## config.mk

```make
export PLATFORM = sky130hd
export DESIGN_NAME = mtm_alu_deserializer_flat
export DESIGN_NICKNAME = d
export VERILOG_FILES = /design/src/rtl/mtm_alu_pkg.sv /design/src/rtl/mtm_alu_deserializer_if.sv /design/src/rtl/mtm_alu_crc4_serial.sv /design/src/rtl/mtm_alu_deserializer.sv /design/src/flat_wrapper.sv
export SDC_FILE = /design/constraint.sdc
export NUM_CORES = 1
export LEC_CHECK = 0
export BUFFER_PORTS_ARGS = -buffer_cell sky130_fd_sc_hd__buf_2
export CORE_ASPECT_RATIO = 1.75
export CORE_MARGIN = 4
export CORE_UTILIZATION = 51
export CTS_BUF_LIST = sky130_fd_sc_hd__clkbuf_2
export DETAILED_ROUTE_END_ITERATION = 6
export GPL_ROUTABILITY_DRIVEN = 0
export MAX_ROUTING_LAYER = met4
export PLACE_DENSITY = 0.75
export SLEW_MARGIN = 40
export SYNTH_ARGS = -nofsm -noshare
export SYNTH_HDL_FRONTEND = slang
export SYNTH_SLANG_ARGS = --single-unit
```

## constraint.sdc

```tcl
create_clock -name clk -period 5.7 [get_ports clk]
set_input_delay 0.57 -clock clk [delete_from_list [all_inputs] [get_ports clk]]
set_output_delay 0.57 -clock clk [all_outputs]
set_load 0.02 [all_outputs]
```

## src/rtl/mtm_alu_pkg.sv

```systemverilog
// mtm_alu_pkg -- shared protocol constants for the MTM ALU serial front end.
//   operation_t  : supported ALU operations (AND, OR, ADD, SUB)
//   PKT_*        : packet type bit values
//   DATA_PKTS    : data packets per command frame
//   CRC4_POLY    : low bits of x^4+x+1
//   ERR_*_BIT    : bit positions inside err_flags_o ({DATA, CRC, OP})
//   state_t      : deserializer FSM states
//   op_valid()   : true for the supported operation codes
package mtm_alu_pkg;

  typedef enum logic [2:0] {
    OP_AND = 3'b000,
    OP_OR  = 3'b001,
    OP_ADD = 3'b100,
    OP_SUB = 3'b101
  } operation_t;

  localparam logic PKT_DATA = 1'b0;
  localparam logic PKT_CMD  = 1'b1;

  localparam logic [3:0] DATA_PKTS = 4'd8;

  localparam logic [3:0] CRC4_POLY = 4'b0011;

  localparam int ERR_DATA_BIT = 2;
  localparam int ERR_CRC_BIT  = 1;
  localparam int ERR_OP_BIT   = 0;

  localparam logic [2:0] ERR_DATA = 3'b001 << ERR_DATA_BIT;
  localparam logic [2:0] ERR_CRC  = 3'b001 << ERR_CRC_BIT;
  localparam logic [2:0] ERR_OP   = 3'b001 << ERR_OP_BIT;

  typedef enum logic [1:0] {
    S_IDLE,
    S_RECV,
    S_CHECK
  } state_t;

  function automatic logic op_valid(input logic [2:0] op);
    case (op)
      OP_AND, OP_OR, OP_ADD, OP_SUB: return 1'b1;
      default:                       return 1'b0;
    endcase
  endfunction

endpackage

```

## src/rtl/mtm_alu_deserializer_if.sv

```systemverilog
// mtm_alu_deserializer_if -- serial input and decoded outputs of the deserializer.
//   sin         : serial stream, idle high
//   a_o, b_o    : 32-bit operands, valid with valid_o
//   op_o        : 3-bit operation code, valid with valid_o
//   valid_o     : one-cycle pulse, good command frame decoded
//   err_o       : one-cycle pulse, frame rejected
//   err_flags_o : {ERR_DATA, ERR_CRC, ERR_OP} one-hot, valid with err_o
// Modports: slave = deserializer, master = stream source / consumer.
interface mtm_alu_deserializer_if;
  logic        sin;
  logic [31:0] a_o;
  logic [31:0] b_o;
  logic [2:0]  op_o;
  logic        valid_o;
  logic        err_o;
  logic [2:0]  err_flags_o;

  modport slave (
    input  sin,
    output a_o, b_o, op_o, valid_o, err_o, err_flags_o
  );

  modport master (
    output sin,
    input  a_o, b_o, op_o, valid_o, err_o, err_flags_o
  );
endinterface

```

## src/rtl/mtm_alu_crc4_serial.sv

```systemverilog
// mtm_alu_crc4_serial -- bit-serial CRC-4 (x^4+x+1), init 0, MSB first.
//   clk, rst : clock, async active-high reset
//   clear    : synchronous return to 0 (wins over en)
//   en, din  : shift one message bit in
//   crc      : current remainder
module mtm_alu_crc4_serial
  import mtm_alu_pkg::*;
(
  input  logic       clk,
  input  logic       rst,
  input  logic       clear,
  input  logic       en,
  input  logic       din,
  output logic [3:0] crc
);

  logic fb;
  assign fb = crc[3] ^ din;

  always_ff @(posedge clk or posedge rst) begin
    if (rst) begin
      crc <= '0;
    end else if (clear) begin
      crc <= '0;
    end else if (en) begin
      crc <= {crc[2:0], 1'b0} ^ ({4{fb}} & CRC4_POLY);
    end
  end

endmodule

```

## src/rtl/mtm_alu_deserializer.sv

```systemverilog
// mtm_alu_deserializer -- decodes the MTM ALU serial stream into operands/op.
// Packets are 11 bits: start 0, type, 8-bit payload, stop 1. Eight data
// packets carry A then B (MSB byte first); a command packet carries
// {0, op, crc}. Every frame ends in one CHECK cycle that pulses either
// valid_o or err_o.
//   clk, rst : clock, async active-high reset
//   bus      : mtm_alu_deserializer_if.slave (sin in, decoded outputs out)
module mtm_alu_deserializer
  import mtm_alu_pkg::*;
(
  input  logic                          clk,
  input  logic                          rst,
  mtm_alu_deserializer_if.slave         bus
);

  state_t      state;
  logic [3:0]  bitcnt;    // 0 = type, 1..8 = payload, 9 = stop
  logic [3:0]  dcnt;      // data packets since last frame end, saturates at 9
  logic        stop_bad;  // CHECK entered because a stop bit sampled 0

  logic [63:0] sr;
  logic [7:0]  pay;
  logic        pkt_type;

  logic        crc_clear;
  logic        crc_en;
  logic        crc_din;
  logic [3:0]  crc;

  mtm_alu_crc4_serial u_crc (
    .clk   (clk),
    .rst   (rst),
    .clear (crc_clear),
    .en    (crc_en),
    .din   (crc_din),
    .crc   (crc)
  );

  // Data payload bits feed the CRC as received; a command packet feeds a
  // constant 1 in place of its payload bit 7, then the three op bits.
  always_comb begin
    crc_clear = (state == S_CHECK);
    crc_en    = 1'b0;
    crc_din   = bus.sin;
    if (state == S_RECV && bitcnt >= 4'd1 && bitcnt <= 4'd8) begin
      if (pkt_type == PKT_DATA) begin
        crc_en = 1'b1;
      end else if (bitcnt == 4'd1) begin
        crc_en  = 1'b1;
        crc_din = 1'b1;
      end else if (bitcnt <= 4'd4) begin
        crc_en = 1'b1;
      end
    end
  end

  always_ff @(posedge clk or posedge rst) begin
    if (rst) begin
      state           <= S_IDLE;
      bitcnt          <= '0;
      dcnt            <= '0;
      stop_bad        <= 1'b0;
      bus.a_o         <= '0;
      bus.b_o         <= '0;
      bus.op_o        <= '0;
      bus.valid_o     <= 1'b0;
      bus.err_o       <= 1'b0;
      bus.err_flags_o <= '0;
    end else begin
      bus.valid_o     <= 1'b0;
      bus.err_o       <= 1'b0;
      bus.err_flags_o <= '0;
      case (state)
        S_IDLE: begin
          if (!bus.sin) begin
            state  <= S_RECV;
            bitcnt <= '0;
          end
        end
        S_RECV: begin
          if (bitcnt == 4'd9) begin
            stop_bad <= !bus.sin;
            // A broken stop bit is reported through CHECK so its error pulse
            // lands one clock after the stop sample, like a command result.
            if (!bus.sin || pkt_type == PKT_CMD) begin
              state <= S_CHECK;
            end else begin
              state <= S_IDLE;
              if (dcnt <= DATA_PKTS) dcnt <= dcnt + 4'd1;
            end
          end else begin
            bitcnt <= bitcnt + 4'd1;
          end
        end
        S_CHECK: begin
          dcnt     <= '0;
          stop_bad <= 1'b0;
          if (stop_bad || dcnt != DATA_PKTS) begin
            bus.err_o       <= 1'b1;
            bus.err_flags_o <= ERR_DATA;
          end else if (crc != pay[3:0]) begin
            bus.err_o       <= 1'b1;
            bus.err_flags_o <= ERR_CRC;
          end else if (!op_valid(pay[6:4])) begin
            bus.err_o       <= 1'b1;
            bus.err_flags_o <= ERR_OP;
          end else begin
            bus.valid_o <= 1'b1;
            bus.a_o     <= sr[63:32];
            bus.b_o     <= sr[31:0];
            bus.op_o    <= pay[6:4];
          end
          // The next frame may start right away with no idle bits.
          state  <= bus.sin ? S_IDLE : S_RECV;
          bitcnt <= '0;
        end
        default: state <= S_IDLE;
      endcase
    end
  end

  always_ff @(posedge clk) begin
    if (state == S_RECV) begin
      if (bitcnt == 4'd0) begin
        pkt_type <= bus.sin;
      end else if (bitcnt <= 4'd8) begin
        pay <= {pay[6:0], bus.sin};
      end else if (pkt_type == PKT_DATA && bus.sin) begin
        sr <= {sr[55:0], pay};
      end
    end
  end

endmodule

```

## src/flat_wrapper.sv

```systemverilog
// flat-port wrapper written by rule: the top's interface ports become plain ports
module mtm_alu_deserializer_flat import mtm_alu_pkg::*;
  (clk, rst, bus_sin, bus_a_o, bus_b_o, bus_op_o, bus_valid_o, bus_err_o, bus_err_flags_o);
  mtm_alu_deserializer_if bus_i ();
  input  logic clk;
  input  logic rst;
  input wire logic [$bits(bus_i.sin)-1:0] bus_sin;
  output wire logic [$bits(bus_i.a_o)-1:0] bus_a_o;
  output wire logic [$bits(bus_i.b_o)-1:0] bus_b_o;
  output wire logic [$bits(bus_i.op_o)-1:0] bus_op_o;
  output wire logic [$bits(bus_i.valid_o)-1:0] bus_valid_o;
  output wire logic [$bits(bus_i.err_o)-1:0] bus_err_o;
  output wire logic [$bits(bus_i.err_flags_o)-1:0] bus_err_flags_o;
  assign bus_i.sin = bus_sin;
  assign bus_a_o = bus_i.a_o;
  assign bus_b_o = bus_i.b_o;
  assign bus_op_o = bus_i.op_o;
  assign bus_valid_o = bus_i.valid_o;
  assign bus_err_o = bus_i.err_o;
  assign bus_err_flags_o = bus_i.err_flags_o;
  mtm_alu_deserializer u_core (.clk(clk), .rst(rst), .bus(bus_i));
endmodule
```

==> impl_metrics.toml, run 1 <==
[outcome]
status = "finished, final reports clean"

[global_route]
grt_max_degree = 88
grt-ovfl-total = 0
track_usage_pct = 15.3
antenna_found_initial = 0
grt_pass1_vias = 3040
grt_pass1_wl_um = 15000

[timing]
grt_setup_unrepaired = "false"
fin_setup_tns_ns = 0
tightest_slew_ns = 0.689
fmax_mhz = 433
finalHoldViolations = 0
finClkSkew_ns = 0.0302
fin_crit_ns = 2.31
fin_crit_sh_pct = 40.5
maxSlewHeadroom_pct = 54.0
slew_violations = 0
setup_viol = 0

[yosys]
synthAdderAreaFrac_pct = 1.30
synth_top_area_cell = "edfxtp_1"
synth_compound_area_share_pct = 1.71
synth.distinct_cells = 37
yosysMostFrequentCell = "dfrtp_1"
synth.area.mux_share_pct = 13.9
synth_edf_count = 73
synthCells = 324
ys_async_sr_fraction_pct = 54.4
syn-cell-area_sq_mm = 0.00579
ys_warn_count = 0
yosysSeqAreaShare_pct = 75.5
synth_common_cells = "87 x dfrtp_1, 73 x edfxtp_1, 39 x mux2_2, 29 x mux2_1, 10 x inv_1"
postSynthAreaPerCell_sq_um = 17.9
yosys.area.top_type_share_pct = 37.9
yosys.area_share.simple_pct = 4.41
synth_ff_type = "dfrtp_1"
ys_ff_latch = 160
synthTopCellsByArea = "edfxtp_1 38%, dfrtp_1 38%, mux2_2 7.6%"
syn-num-nets = 333
synth_top_family_by_area = "multiplexers"
synth_xor_area_share_pct = 1.36

[cts]
cts_post_setup_buffers_inserted = 0
clk_pin_slew_worst_paths_ns = 0.21
cts_max_path_buffers = 2
htreeDepth = 4
cts.sinks = 160
cts_tree = "yes"
clkLatencyLatePin_ns = 0.68
root_buffer = "clkbuf_2"
cts_buffers = 17

[drt]
antenna_left = 0
vias = 2950
avgViaCountPerCell = 5.29
drt-total-wl_um = 9200
drcViolationCount = 0
first_iter_violations = 193
firstDrtPassIters = 4
wl_per_cell_um = 16.5

[setup_path]
cp_max_fo = 67
criticalPathCategory = "reg -> reg"
crit_path_max_incr_delay_ns = 0.52
path_buf_inv = 2
critPathSlowestCell = "buf_6"
worstPathArrival_ns = 2.88
path_delay_family = "buffers and inverters"
endpoint_kind = "flip-flop"
cp_cell_sequence = "inv_1 -> ha_1 -> and4bb_1 -> nand2_2 -> nor3_4 -> buf_6 -> mux2_2"
startpoint_type = "flip-flop"
required_ns = 6.27

[floorplanning]
die_area_sq_mm = 0.0132
fp.coreArea_sq_mm = 0.0111
die_w_um = 88.6
start_util_pct = 52.2
io-pin-count = 75
die_y_um = 149
std_cell_rows = 51

[finish]
syn2layout_area_growth_pct = 13.8
diodes = 0
drive_gt1_share_pct = 36.2
nNetsFinal = 422

[pwr]
powerDensity_mw_per_mm2 = 368
peakVddDrop_mv = 0.229
total_power_uw = 2420
cellLeakagePower_uw = 0.00311

[job]
cap_violations = 0

[place]
portBuffers = 74
dp.final_hpwl_um = 6070

[worst_hold_path]
hold_path.class = "in -> reg"
registers in the layout, indices dropped and copies added (netlist names), 2 cells and up:
register / cells
u_core.bus.a_o: 32
u_core.state: 2
u_core.bus.b_o: 32
u_core.sr: 64
u_core.bus.err_flags_o: 3
u_core.bitcnt: 4
u_core.u_crc.crc: 4
u_core.pay: 8
u_core.bus.op_o: 3
u_core.dcnt: 4
cell usage in the layout, fill, tap and decap left out, types with 2 or more instances in the layout:
cell	count
nor3_1	3
nor2b_1	3
nor2_1	9
nor3_4	2
mux2_2	39
ha_1	6
clkinv_2	2
mux2i_1	4
o21ai_0	3
buf_2	74
xor2_1	2
xnor2_1	7
inv_6	4
a21oi_1	4
nand4_1	2
nand3_1	3
mux2_1	29
nand2_1	7
nor3b_1	2
edfxtp_1	73
buf_6	2
dfrtp_1	87
clkbuf_2	18
bufinv_16	3
nand2b_1	6
inv_1	9
clkinvlp_4	3
worst register-to-register path, delay by kind of cell (launching register included):
kind	cells	cell delay, ns
DFF	1	0.47
and+or+nand+nor	3	0.57
adders and majority gates	1	0.15
buffers and inverters	2	0.59
muxes	1	0.44
per-layer routing:
layer | global-route usage [%] | up-vias | wire [um]
met5 | - | - | 0
met4 | 4.99 | 0 | 104
met3 | 4.70 | 11 | 549
met2 | 25.3 | 71 | 4890
met1 | 17.8 | 1512 | 3650
li1 | - | 1356 | -
layout make-up:
class | count | area, sq um
flip-flops and latches | 160 | 4370
inverters | 10 | 38.8
clock buffers | 18 | 90.1
repair buffers | 78 | 417
multi-input cells | 146 | 1330
clock inverters | 14 | 179
fillers | 874 | 4510
well taps | 132 | 165
path summary, 6_finish.rpt:
path / slack, ns / cells after the start / endpoint / start
setup / recovery: 3.39 / 7 / u_core.bus.b_o[8]$_DFFE_PP0P_ / u_core.dcnt[0]$_DFFE_PP0P_
hold / removal: 0.18 / 2 / u_core.state[0]$_DFFE_PP0P_ / bus_sin
setup reg to reg: 3.39 / 7 / u_core.bus.b_o[8]$_DFFE_PP0P_ / u_core.dcnt[0]$_DFFE_PP0P_
hold reg to reg: 0.45 / 0 / u_core.sr[37]$_DFFE_PP_ / u_core.sr[29]$_DFFE_PP_
max in group asynchronous: 4.61 / 4 / u_core.bus.b_o[9]$_DFFE_PP0P_ / rst
min in group asynchronous: 0.58 / 4 / u_core.bus.a_o[14]$_DFFE_PP0P_ / rst
stage by stage:
step	setup WS [ns]	instance area [sq um]	hold slack [ns]	instances	utilization, %
finish	3.39	6590	0.177	558	59.3
global route	3.24	6590	0.0969	558	59.3
CTS	3.18	6570	0.0130	557	59.2
detailed placement	3.22	6300	0.428	525	56.7
global placement	3.32	6290	0.425	525	56.7
floorplan	1.89	5800	0.400	324	-
report_power, final:
group	switching, uW	total [uW]	internal (uW)	leakage (uW)
logic	180	315	135	0.00110
clock network	394	649	255	0.000154
registers	99.1	1460	1360	0.00186
kinds of logic (layout without fill, tap and decap cells):
logic type | Yosys count | after routing
AND/OR/NAND/NOR | 44 | 44
AO/OA/AOI/OAI | 15 | 15
flip-flops | 160 | 160
multiplexers | 72 | 72
buffers and inverters | 18 | 120
adder cells (fa/ha/maj) | 6 | 6
XOR/XNOR | 9 | 9
timing repair:
action,in CTS,in global routing
hold buffers,0,1
setup endpoints to repair,0,0
gates resized for setup,0,0
hold endpoints to repair,0,5
Power figures use the tool's default switching activity.
==> inputs of run 2 (changes only) <==
--- a/config.mk
+++ b/config.mk
@@ -13,7 +13,7 @@
 export DETAILED_ROUTE_END_ITERATION = 6
 export GPL_ROUTABILITY_DRIVEN = 0
 export MAX_ROUTING_LAYER = met4
-export PLACE_DENSITY = 0.75
+export PLACE_DENSITY = 0.72
 export SLEW_MARGIN = 40
 export SYNTH_ARGS = -nofsm -noshare
 export SYNTH_HDL_FRONTEND = slang
==> constraint.sdc (replaced) <==
create_clock -name clk -period 2.4 [get_ports clk]
set_input_delay 0.24 -clock clk [delete_from_list [all_inputs] [get_ports clk]]
set_output_delay 0.24 -clock clk [all_outputs]
set_load 0.02 [all_outputs]
==> impl_metrics.toml, run 2 (synthesis results as in run 1) <==
[floorplanning]
std_cell_rows = 51
die_area_sq_mm = 0.0132
die_y_um = 149
fp.coreArea_sq_mm = 0.0111
start_util_pct = 52.2
die_w_um = 88.6
io-pin-count = 75

[timing]
fmax_mhz = 451
finalHoldViolations = 0
tightest_slew_ns = 0.628
fin_crit_sh_pct = 92.3
maxSlewHeadroom_pct = 57.1
slew_violations = 0
grt_setup_unrepaired = "false"
fin_crit_ns = 2.22
setup_viol = 0
finClkSkew_ns = 0.0344

[setup_path]
cp_max_fo = 25
rrSetupSlack_ns = 0.18
startpoint = "u_core.dcnt[0]$_DFFE_PP0P_"
endpoint_kind = "flip-flop"
crit_path_max_incr_delay_ns = 0.47
critPathSlowestCell = "dfrtp_1"
required_ns = 2.95
criticalPathCategory = "reg -> reg"
cp_cell_sequence = "inv_1 -> ha_1 -> and4bb_1 -> nand2_2 -> nor3_4 -> buf_12 -> mux2_2"
worstPathArrival_ns = 2.76
startpoint_type = "flip-flop"
rr_startpoint = "u_core.dcnt[0]$_DFFE_PP0P_"
path_delay_family = "simple AND/OR/NAND/NOR gates"
path_buf_inv = 2

[cts]
htreeDepth = 4
cts_post_setup_buffers_inserted = 0
root_buffer = "clkbuf_2"
ctsResizeCount = 0
cts_tree = "yes"
clk_pin_slew_worst_paths_ns = 0.23
cts_max_path_buffers = 2
cts.sinks = 160
clkLatencyLatePin_ns = 0.66
cts_buffers = 17

[pwr]
cellLeakagePower_uw = 0.00316
powerDensity_mw_per_mm2 = 862
peakVddDrop_mv = 0.702
total_power_uw = 5780

[finish]
largest_reg_flops = 64
regMostFlops = "u_core.sr"
layout_common_cells = "87 x dfrtp_1, 74 x buf_2, 73 x edfxtp_1, 39 x mux2_2, 29 x mux2_1"
reg_top3 = "u_core.sr x64, u_core.bus.a_o x32, u_core.bus.b_o x32"
nNetsFinal = 430
diodes = 0
final_util_pct = 60.4
syn2layout_area_growth_pct = 15.7
final_cells = 566
final_common_cell = "dfrtp_1"
drive_gt1_share_pct = 37.6

[global_route]
grt_max_degree = 65
antenna_found_initial = 0
grt_pass1_wl_um = 15500
grt_pass1_vias = 3057
track_usage_pct = 15.9
grt-ovfl-total = 0

[place]
placed_cells = 532
portBuffers = 74
dp.final_hpwl_um = 6610

[drt]
vias = 2976
first_iter_violations = 156
firstDrtPassIters = 4
antenna_left = 0
drt-total-wl_um = 9540
drcViolationCount = 0
avgViaCountPerCell = 5.26
wl_per_cell_um = 16.9

[outcome]
status = "finished, final reports clean"

[job]
cap_violations = 0

[worst_hold_path]
hold_path.class = "in -> async"
==> run 2: cell count changes in the layout (fill, tap and decap cells not counted), sizes merged <==
cell         before  now
clkbuf           19   17
inv              15   16
clkinv            3    4
bufinv            3    2
dlygate4sd3       1    2
buf              76   84
==> run 2: where the power goes <==
part           internal, uW  switching (uW)  total (uW)
clock network           508             961        1470
logic                   377             452         829
registers              3230             251        3480
total                  4120            1660        5780
==> run 2: timing repair <==
action,4_1_cts,5_1_grt
endpoints found under the hold margin,30,0
hold buffers,2,0
setup endpoints to repair,0,0
==> run 2: final cells by class <==
type | count | area (sq um)
Clock buffer | 17 | 85.1
Multi-Input combinational cell | 146 | 1340
Inverter | 10 | 41.3
Clock inverter | 15 | 170
Fill cell | 830 | 4400
Timing Repair Buffer | 86 | 528
Sequential cell | 160 | 4370
Tap cell | 132 | 165
==> run 2: per-stage QoR <==
step           hold WS [ns]  TNS [ns]  setup WS [ns]  instance area, sq um
3_5_place_dp          0.373         0          0.208                  6430
2_1_floorplan         0.336    -26.66         -0.417                  5820
3_3_place_gp          0.365         0          0.279                  6430
5_1_grt               0.119         0         0.0682                  6700
6_report              0.176         0          0.185                  6700
4_1_cts               0.150         0          0.174                  6700
==> run 2: worst reg2reg max path, delay by kind of cell, from the launching register on <==
kind | cells | cell delay (ns)
simple gates | 3 | 0.82
flops | 1 | 0.47
mux | 1 | 0.35
buf+inv | 2 | 0.31
fa+ha+maj | 1 | 0.16
==> run 2: routing by layer <==
layer / vias up / share of wire, % / GRT usage (%)
li1: 1378 / - / -
met1: 1527 / 39 / 18.2
met2: 65 / 55 / 27.1
met3: 6 / 4.6 / 4.53
met4: 0 / 0.66 / 4.31
met5: - / 0 / -
==> run 2: path summary, 6_finish.rpt <==
check / cells past startpoint / end
max: 7 / u_core.bus.b_o[20]$_DFFE_PP0P_
min: 3 / u_core.bus.a_o[27]$_DFFE_PP0P_
max reg2reg: 7 / u_core.bus.b_o[20]$_DFFE_PP0P_
min reg2reg: 0 / u_core.sr[39]$_DFFE_PP_
max in group asynchronous: 4 / u_core.bus.b_o[20]$_DFFE_PP0P_
min in group clk: 3 / u_core.stop_bad$_DFFE_PP0P_
==> inputs of run 3 (changes only) <==
--- a/config.mk
+++ b/config.mk
@@ -8,12 +8,12 @@
 export BUFFER_PORTS_ARGS = -buffer_cell sky130_fd_sc_hd__buf_2
 export CORE_ASPECT_RATIO = 1.75
 export CORE_MARGIN = 4
-export CORE_UTILIZATION = 51
+export CORE_UTILIZATION = 49
 export CTS_BUF_LIST = sky130_fd_sc_hd__clkbuf_2
 export DETAILED_ROUTE_END_ITERATION = 6
 export GPL_ROUTABILITY_DRIVEN = 0
 export MAX_ROUTING_LAYER = met4
-export PLACE_DENSITY = 0.72
+export PLACE_DENSITY = 0.69
 export SLEW_MARGIN = 40
 export SYNTH_ARGS = -nofsm -noshare
 export SYNTH_HDL_FRONTEND = slang
==> impl_metrics.toml, run 3 (synthesis results as in run 1) <==
[outcome]
status = "finished, final reports clean"

[cts]
ctsResizeCount = 0
clk_pin_slew_worst_paths_ns = 0.20
root_buffer = "clkbuf_2"
cts_buffers = 17
cts_post_setup_buffers_inserted = 0
clkLatencyLatePin_ns = 0.67
cts_tree = "yes"
cts_max_path_buffers = 2
htreeDepth = 4
cts.sinks = 160

[setup_path]
cp_max_fo = 67
reg2reg_to = "u_core.bus.b_o[19]$_DFFE_PP0P_"
startpoint_type = "flip-flop"
criticalPathCategory = "reg -> reg"
rr_startpoint = "u_core.dcnt[0]$_DFFE_PP0P_"
worstPathArrival_ns = 2.70
rr_worst_depth = 7
required_ns = 2.96
endpoint_kind = "flip-flop"
rrSetupSlack_ns = 0.26

[timing]
setup_viol = 0
fin_crit_sh_pct = 89.2
slew_violations = 0
finalHoldViolations = 0
fmax_mhz = 467
maxSlewHeadroom_pct = 51.2
finClkSkew_ns = 0.0387
timing.hold.ws_ns = 0.389
fin_setup_tns_ns = 0
fin_crit_ns = 2.14
tightest_slew_ns = 0.714
grt_setup_unrepaired = "false"

[drt]
antenna_left = 0
wl_per_cell_um = 16.6
vias = 2960
drcViolationCount = 0
first_iter_violations = 125
avgViaCountPerCell = 5.21
drt-total-wl_um = 9400
firstDrtPassIters = 4

[finish]
reg_top3 = "u_core.sr x64, u_core.bus.a_o x32, u_core.bus.b_o x32"
syn2layout_area_growth_pct = 14.8
largest_reg_flops = 64
regMostFlops = "u_core.sr"
fill_cells = 925
drive_gt1_share_pct = 37.0
final_common_cell = "dfrtp_1"
layout_common_cells = "87 x dfrtp_1, 74 x buf_2, 73 x edfxtp_1, 39 x mux2_2, 29 x mux2_1"
nNetsFinal = 428
final_util_pct = 57.4

[pwr]
powerDensity_mw_per_mm2 = 846
cellLeakagePower_uw = 0.00314
total_power_uw = 5630
peakVddDrop_mv = 0.538

[floorplanning]
die_w_um = 90.2
io-pin-count = 75
die_area_sq_mm = 0.0137
start_util_pct = 50.0
fp.coreArea_sq_mm = 0.0116
std_cell_rows = 52
die_y_um = 152

[global_route]
track_usage_pct = 14.6
grt_max_degree = 68
grt-ovfl-total = 0
grt_pass1_wl_um = 15300
antenna_found_initial = 1
grt_pass1_vias = 3005

[worst_hold_path]
hold_path.class = "in -> reg"
min_from = "bus_sin"
holdPathEnd = "u_core.stop_bad$_DFFE_PP0P_"
whs_path_depth = 3

[job]
cap_violations = 0

[place]
dp.final_hpwl_um = 6260
portBuffers = 74
run 3: cell types whose count changed in the layout (fill, tap and decap cells not counted), sizes merged:
cell | previous run | this run
diode | 0 | 1
bufinv | 2 | 1
clkbuf | 17 | 18
clkinv | 4 | 5
dlygate4sd3 | 2 | 3
buf | 84 | 81
inv | 16 | 15
run 3: layout make-up:
cell class / instances / area, sq um / area share [%]
diodes: 1 / 2.50 / 0.0376
clock buffers: 18 / 90.1 / 1.35
clock inverters: 14 / 133 / 1.99
inverters: 10 / 41.3 / 0.621
multi-input cells: 146 / 1340 / 20.2
flip-flops and latches: 160 / 4370 / 65.7
well taps: 135 / 169 / 2.54
repair buffers: 84 / 503 / 7.56
run 3: repair_timing:
item	in CTS	in global routing
hold endpoints to repair	37	9
endpoints found under the setup margin	0	0
hold buffers	2	1
run 3: worst max path at each step:
stage	cells past startpoint	slack [ns]	from	end
after detailed placement	7	0.27	u_core.dcnt[0]$_DFFE_PP0P_	u_core.bus.b_o[0]$_DFFE_PP0P_
after CTS	7	0.24	u_core.dcnt[0]$_DFFE_PP0P_	u_core.bus.b_o[10]$_DFFE_PP0P_
after floorplan	5	-0.42	u_core.bitcnt[0]$_DFFE_PP0P_	u_core.sr[0]$_DFFE_PP_
after global placement	7	0.35	u_core.dcnt[0]$_DFFE_PP0P_	u_core.bus.b_o[24]$_DFFE_PP0P_
final	7	0.26	u_core.dcnt[0]$_DFFE_PP0P_	u_core.bus.b_o[19]$_DFFE_PP0P_
after global routing	7	0.14	u_core.dcnt[0]$_DFFE_PP0P_	u_core.bus.b_o[18]$_DFFE_PP0P_
run 3: per-layer routing:
| metal | vias to the layer above | track usage, % | routed length (um) |
|---|---|---|---|
| met1 | 1512 | 17.1 | 3880 |
| met4 | 0 | 5.26 | 122 |
| met3 | 8 | 4.75 | 445 |
| met2 | 66 | 23.7 | 4950 |
| met5 | - | - | 0 |
| li1 | 1374 | - | - |
run 3: metrics by stage:
step / std cells / worst slack, ns / instance area [sq um]
3_5_place_dp: 531 / 0.271 / 6370
6_report: 568 / 0.260 / 6650
5_1_grt: 568 / 0.137 / 6650
4_1_cts: 565 / 0.243 / 6620
3_3_place_gp: 531 / 0.345 / 6370
2_1_floorplan: 324 / -0.417 / 5820
run 3: worst max-delay path, cell delays in order (launching register included):
cell and delay (ns):
dfrtp_1 0.47, inv_1 0.07, ha_1 0.15, and4bb_1 0.27, nand2_2 0.10, nor3_4 0.22
buf_12 0.35, mux2_2 0.38
run 3: power by group:
part	switching, uW	leakage, uW	internal (uW)
sequential	243	0.00186	3230
combinational	444	0.00114	378
clock	931	0.000138	399
total	1620	0.00314	4010
